### config.mk
export PLATFORM = sky130hd
export DESIGN_NAME = router_fifo
export DESIGN_NICKNAME = d
export VERILOG_FILES = /design/src/rtl/router_pkg.sv /design/src/rtl/router_fifo.sv
export SDC_FILE = /design/constraint.sdc
export NUM_CORES = 1
export LEC_CHECK = 0
export CORE_AREA = 3 3 157 144
export DETAILED_ROUTE_END_ITERATION = 8
export DIE_AREA = 0 0 160 147
export PLACE_DENSITY = 0.47
export SYNTH_ARGS = -nofsm -noshare
export SYNTH_HDL_FRONTEND = slang
export SYNTH_SLANG_ARGS = --single-unit
### constraint.sdc
create_clock -name clock -period 4.5 [get_ports clock]
set_input_delay 0.9 -clock clock [delete_from_list [all_inputs] [get_ports clock]]
set_output_delay 0.9 -clock clock [all_outputs]
set_load 0.005 [all_outputs]
### src/rtl/router_pkg.sv
// Shared types and header-field constants for the 1x3 router output buffers.
package router_pkg;

    localparam int DATA_W     = 8;
    localparam int FIFO_DEPTH = 16;

    localparam int HDR_LEN_MSB  = 7;
    localparam int HDR_LEN_LSB  = 2;
    localparam int HDR_ADDR_MSB = 1;
    localparam int HDR_ADDR_LSB = 0;

    typedef struct packed {
        logic       lfd;
        logic [7:0] data;
    } fifo_word_t;

    typedef logic [6:0] pkt_cnt_t;

    // Bytes still owed after a header: payload length plus the trailing parity byte.
    function automatic pkt_cnt_t hdr_pkt_cnt(input logic [HDR_LEN_MSB:0] hdr);
        return {1'b0, hdr[HDR_LEN_MSB:HDR_LEN_LSB]} + 7'd1;
    endfunction

endpackage

### src/rtl/router_fifo.sv
// Per-destination output buffer of the 1x3 router: header-tagged byte FIFO
// that drives data_out back to zero once the current packet has drained.
module router_fifo #(
    parameter int DATA_W = 8,
    parameter int DEPTH  = 16,
    parameter int PTR_W  = $clog2(DEPTH) + 1
) (
    input  logic              clock,
    input  logic              resetn,
    input  logic              soft_reset,
    input  logic              write_enb,
    input  logic              read_enb,
    input  logic              lfd_state,
    input  logic [DATA_W-1:0] data_in,
    output logic [DATA_W-1:0] data_out,
    output logic              full,
    output logic              empty
);
    import router_pkg::*;

    logic [PTR_W-1:0]  wp_q, wp_d;
    logic [PTR_W-1:0]  rp_q, rp_d;
    pkt_cnt_t          pkt_cnt_q, pkt_cnt_d;
    logic [DATA_W-1:0] data_out_q, data_out_d;
    logic [DEPTH-1:0]  lfd_q, lfd_d;
    logic [DATA_W-1:0] mem_q [DEPTH];

    logic [PTR_W-2:0]  wr_idx_s, rd_idx_s;
    logic              wr_ok_s, rd_ok_s;
    logic              full_s, empty_s;
    logic [DATA_W-1:0] rd_data_s;
    logic              rd_lfd_s;

    assign wr_idx_s  = wp_q[PTR_W-2:0];
    assign rd_idx_s  = rp_q[PTR_W-2:0];
    assign empty_s   = (wp_q == rp_q);
    assign full_s    = (wp_q[PTR_W-2:0] == rp_q[PTR_W-2:0]) && (wp_q[PTR_W-1] != rp_q[PTR_W-1]);
    assign wr_ok_s   = write_enb && !full_s;
    assign rd_ok_s   = read_enb && !empty_s;
    assign rd_data_s = mem_q[rd_idx_s];
    assign rd_lfd_s  = lfd_q[rd_idx_s];

    assign full     = full_s;
    assign empty    = empty_s;
    assign data_out = data_out_q;

    // Next-state for pointers, header tags, packet counter and read data.
    always_comb begin
        wp_d       = wp_q;
        rp_d       = rp_q;
        lfd_d      = lfd_q;
        pkt_cnt_d  = pkt_cnt_q;
        data_out_d = data_out_q;
        if (soft_reset) begin
            wp_d       = {PTR_W{1'b0}};
            rp_d       = {PTR_W{1'b0}};
            lfd_d      = {DEPTH{1'b0}};
            pkt_cnt_d  = 7'd0;
            data_out_d = {DATA_W{1'b0}};
        end else begin
            if (wr_ok_s) begin
                wp_d            = wp_q + PTR_W'(1);
                lfd_d[wr_idx_s] = lfd_state;
            end else begin
                wp_d = wp_q;
            end
            if (rd_ok_s) begin
                rp_d       = rp_q + PTR_W'(1);
                data_out_d = rd_data_s;
                if (rd_lfd_s) begin
                    // A new header always reloads, even if the previous packet was cut short.
                    pkt_cnt_d = hdr_pkt_cnt(rd_data_s[HDR_LEN_MSB:0]);
                end else if (pkt_cnt_q != 7'd0) begin
                    pkt_cnt_d = pkt_cnt_q - 7'd1;
                end else begin
                    pkt_cnt_d = pkt_cnt_q;
                end
            end else if (pkt_cnt_q == 7'd0) begin
                data_out_d = {DATA_W{1'b0}};
            end else begin
                data_out_d = data_out_q;
            end
        end
    end

    // Control state registers.
    always_ff @(posedge clock or negedge resetn) begin
        if (!resetn) begin
            wp_q       <= {PTR_W{1'b0}};
            rp_q       <= {PTR_W{1'b0}};
            lfd_q      <= {DEPTH{1'b0}};
            pkt_cnt_q  <= 7'd0;
            data_out_q <= {DATA_W{1'b0}};
        end else begin
            wp_q       <= wp_d;
            rp_q       <= rp_d;
            lfd_q      <= lfd_d;
            pkt_cnt_q  <= pkt_cnt_d;
            data_out_q <= data_out_d;
        end
    end

    // Payload storage; contents are don't-care until written, so no reset.
    always_ff @(posedge clock) begin
        if (wr_ok_s && !soft_reset) begin
            mem_q[wr_idx_s] <= data_in;
        end
    end

endmodule

==> metrics.md <==
| Metric | Value |
|---|---|
| Critical path class | `register to primary output` |
| Fmax | `0.324 GHz` |
| Hpwl dp | `11100 um` |
| TNS Setup | `0 ps` |
| Worst-Margin Slew | `964 ps` |
| Drt first pass iters | `4` |
| Final Skew | `14.6 ps` |
| Site Rows | `50` |
| Largest net degree at the start of global routing | `45` |
| Vias in the first global route | `4293` |
| Hold Path Class | `register to register` |
| Power per Cell Area | `482 nW/um^2` |
| Netlist Area Pre-Place | `7310 um^2` |
| Most common cell after layout, fill and taps aside | `edfxtp_1` |
| TritonCTS sink count | `169` |
| Leading cell types in the layout, fill and taps excluded | `128 x edfxtp_1, 40 x dfrtp_1, 37 x mux4_2` |
| Post-layout power | `4050 uW` |
| Peak supply drop | `0.252 mV` |
| Synthesized flop and latch total | `169` |
| Diodes inserted | `0` |
| Seq/Total Area, Yosys | `0.666` |
| Final Cycle Share | `0.685` |
| Post-Synthesis Cells | `466` |
| Initial antenna violation count | `0` |
| Post-layout min period | `3080 ps` |
| Post-route DRC | `0` |
| Initial Util | `0.350` |
| Cells after DPL | `755` |
| Max-slew headroom | `0.358` |
| Setup bufs post-CTS | `0` |
| I/O pins | `24` |
| Placement-stage cell area | `7790 um^2` |
| Final setup margin | `1420 ps` |
| Synth Net Count | `488` |
| Unrepaired setup endpoints after global routing | `false` |
| Crit end category | `primary output` |
| Core ar. | `20900 um^2` |
| Fin area | `8400 um^2` |
| GR Util All Layers | `0.152` |
| Vias/cell | `5.18` |
| Fill cells | `1951` |
| Largest family of logic cells by synthesized area | `multiplexers` |
| Number of flops mapped to enable cells by yosys | `128` |
| Maximum root-to-sink buffer count | `2` |
| Lkg Pwr | `0.00281 uW` |
| Syn_area_per_cell | `15.7 um^2` |
| CTS tree | `yes` |
| Die width | `160 um` |
| Data required time of the critical path | `3600 ps` |
| Post-cts sizing count | `0` |
| Mux cell area share after synthesis | `0.132` |
| Final Hold Viols | `0` |
| Nets | `510` |
| H-tree depth | `4` |
| GP Congestion | `0.756` |
| Finished Layout Cells | `787` |
| Clock slew at reported path FFs | `70 ps` |
| Share of cells above drive strength 1 | `0.166` |
| P&R area growth vs syn | `14.9%` |
| Ys async rst share | `0.243` |
| Cts hold-fix bufs | `0` |
| Outcome | `finished clean` |
| Worst-path maximum fanout | `13` |
| Routed wire length | `17100 um` |
| Crit path DAT | `2180 ps` |
| Num CTS Buffers | `17` |
| Die Y | `147 um` |
| Yosys cell types | `51` |
| Global-route wire length before repair | `26800 um` |
| Adder-Cell Fraction of Synth Area | `0.0137` |
| Number of max-cap violations | `0` |
| Synthesis Warnings | `0` |
| DIE AREA | `23500 um^2` |
| Via count of the routed design | `4078` |
| Initial drt markers | `318` |
| Root Driver | `clkbuf_16` |
| Port Buf Inserts | `23` |
| Setup crit start kind | `register` |
| Synth Area in XOR/XNOR | `0.0216` |
| Clock Latency Late Sink | `430 ps` |
| Slew Viols, Final | `0` |
| Drt wl/cell | `21.7 um` |
| Dpl ws | `1330 ps` |
| Setup Viol. Count Final | `0` |
| Synth Area in Simple Gates | `0.0779` |
| Grt total ovfl | `0` |
| Post-synthesis compound-gate area fraction | `0.0639` |
| Routed Antenna Nets | `0` |
| Primary FF master, synth | `edfxtp_1` |
[metal layers]
metal  global-route usage  share of wire  up-vias
li1                     -              -     1854
met2                0.239           0.48       91
met1                0.215           0.46     2126
met4               0.0347         0.0068        0
met5                    0              0        -
met3               0.0383          0.052        7
[worst paths after layout]
check	startpoint	to	slack, ps	cells past startpoint
max in group asynchronous	resetn	rp_q[0]$_DFFE_PN0P_	3210	1
min	data_out[2]$_DFFE_PN0P_	data_out[2]$_DFFE_PN0P_	530	2
max reg2reg	rp_q[0]$_DFFE_PN0P_	pkt_cnt_q[2]$_DFFE_PN0P_	1610	8
min reg2reg	data_out[2]$_DFFE_PN0P_	data_out[2]$_DFFE_PN0P_	530	2
max	rp_q[3]$_DFFE_PN0P_	full	1420	4
min in group asynchronous	resetn	lfd_q[11]$_DFFE_PN0P_	630	1
[synthesized netlist by cell type, types with 7 or more instances]
library cell / n / area (um^2)
edfxtp_1: 128 / 3840
dfrtp_1: 41 / 1030
mux4_2: 37 / 833
nor2_1: 34 / 128
a21oi_1: 28 / 140
nand2_1: 25 / 93.8
nand3_1: 25 / 125
o21ai_0: 17 / 85.1
clkbuf_1: 11 / 41.3
xnor2_1: 9 / 78.8
xor2_1: 9 / 78.8
ha_1: 8 / 100
nand4_1: 8 / 50.1
mux2i_1: 7 / 70.1
[cell families after synthesis]
kind of cell | after synthesis
AO/OA/AOI/OAI | 75
XOR/XNOR | 18
adder cells (fa/ha/maj) | 8
buffers and inverters | 31
flip-flops | 169
multiplexers | 47
AND/OR/NAND/NOR | 118
[registers in the layout, summed over array words and instances, names as in the netlist]
name / cells
data_out: 8
mem_q: 128
rp_q: 5
pkt_cnt_q: 7
wp_q: 5
lfd_q: 16
[final cells by class]
type                    count  area, um^2  area share
clock buffers              18         429      0.0511
clock inverters            14         179      0.0213
inverters                   5        18.8     0.00223
multi-input cells         266        2260       0.269
flip-flops and latches    169        4870       0.580
well taps                 286         358      0.0426
repair buffers             29         283      0.0337
[power breakdown]
part,switching (uW),internal [uW]
Clock,669,847
Sequential,48.8,1730
Combinational,435,322
Total,1150,2900
[metrics by stage]
step	util	hold WS, ps
detailed placement	0.373	532
finish	0.402	535
floorplan	-	481
global placement	0.373	527
global route	0.402	576
CTS	0.402	542
[worst max-delay path, cell delays in order (launching register included)]
cell and delay (ps):
dfrtp_1 700, xnor2_1 200, and4_1 230, and2_1 130, clkdlybuf4s50_1 490
Power figures use the tool's default switching activity.
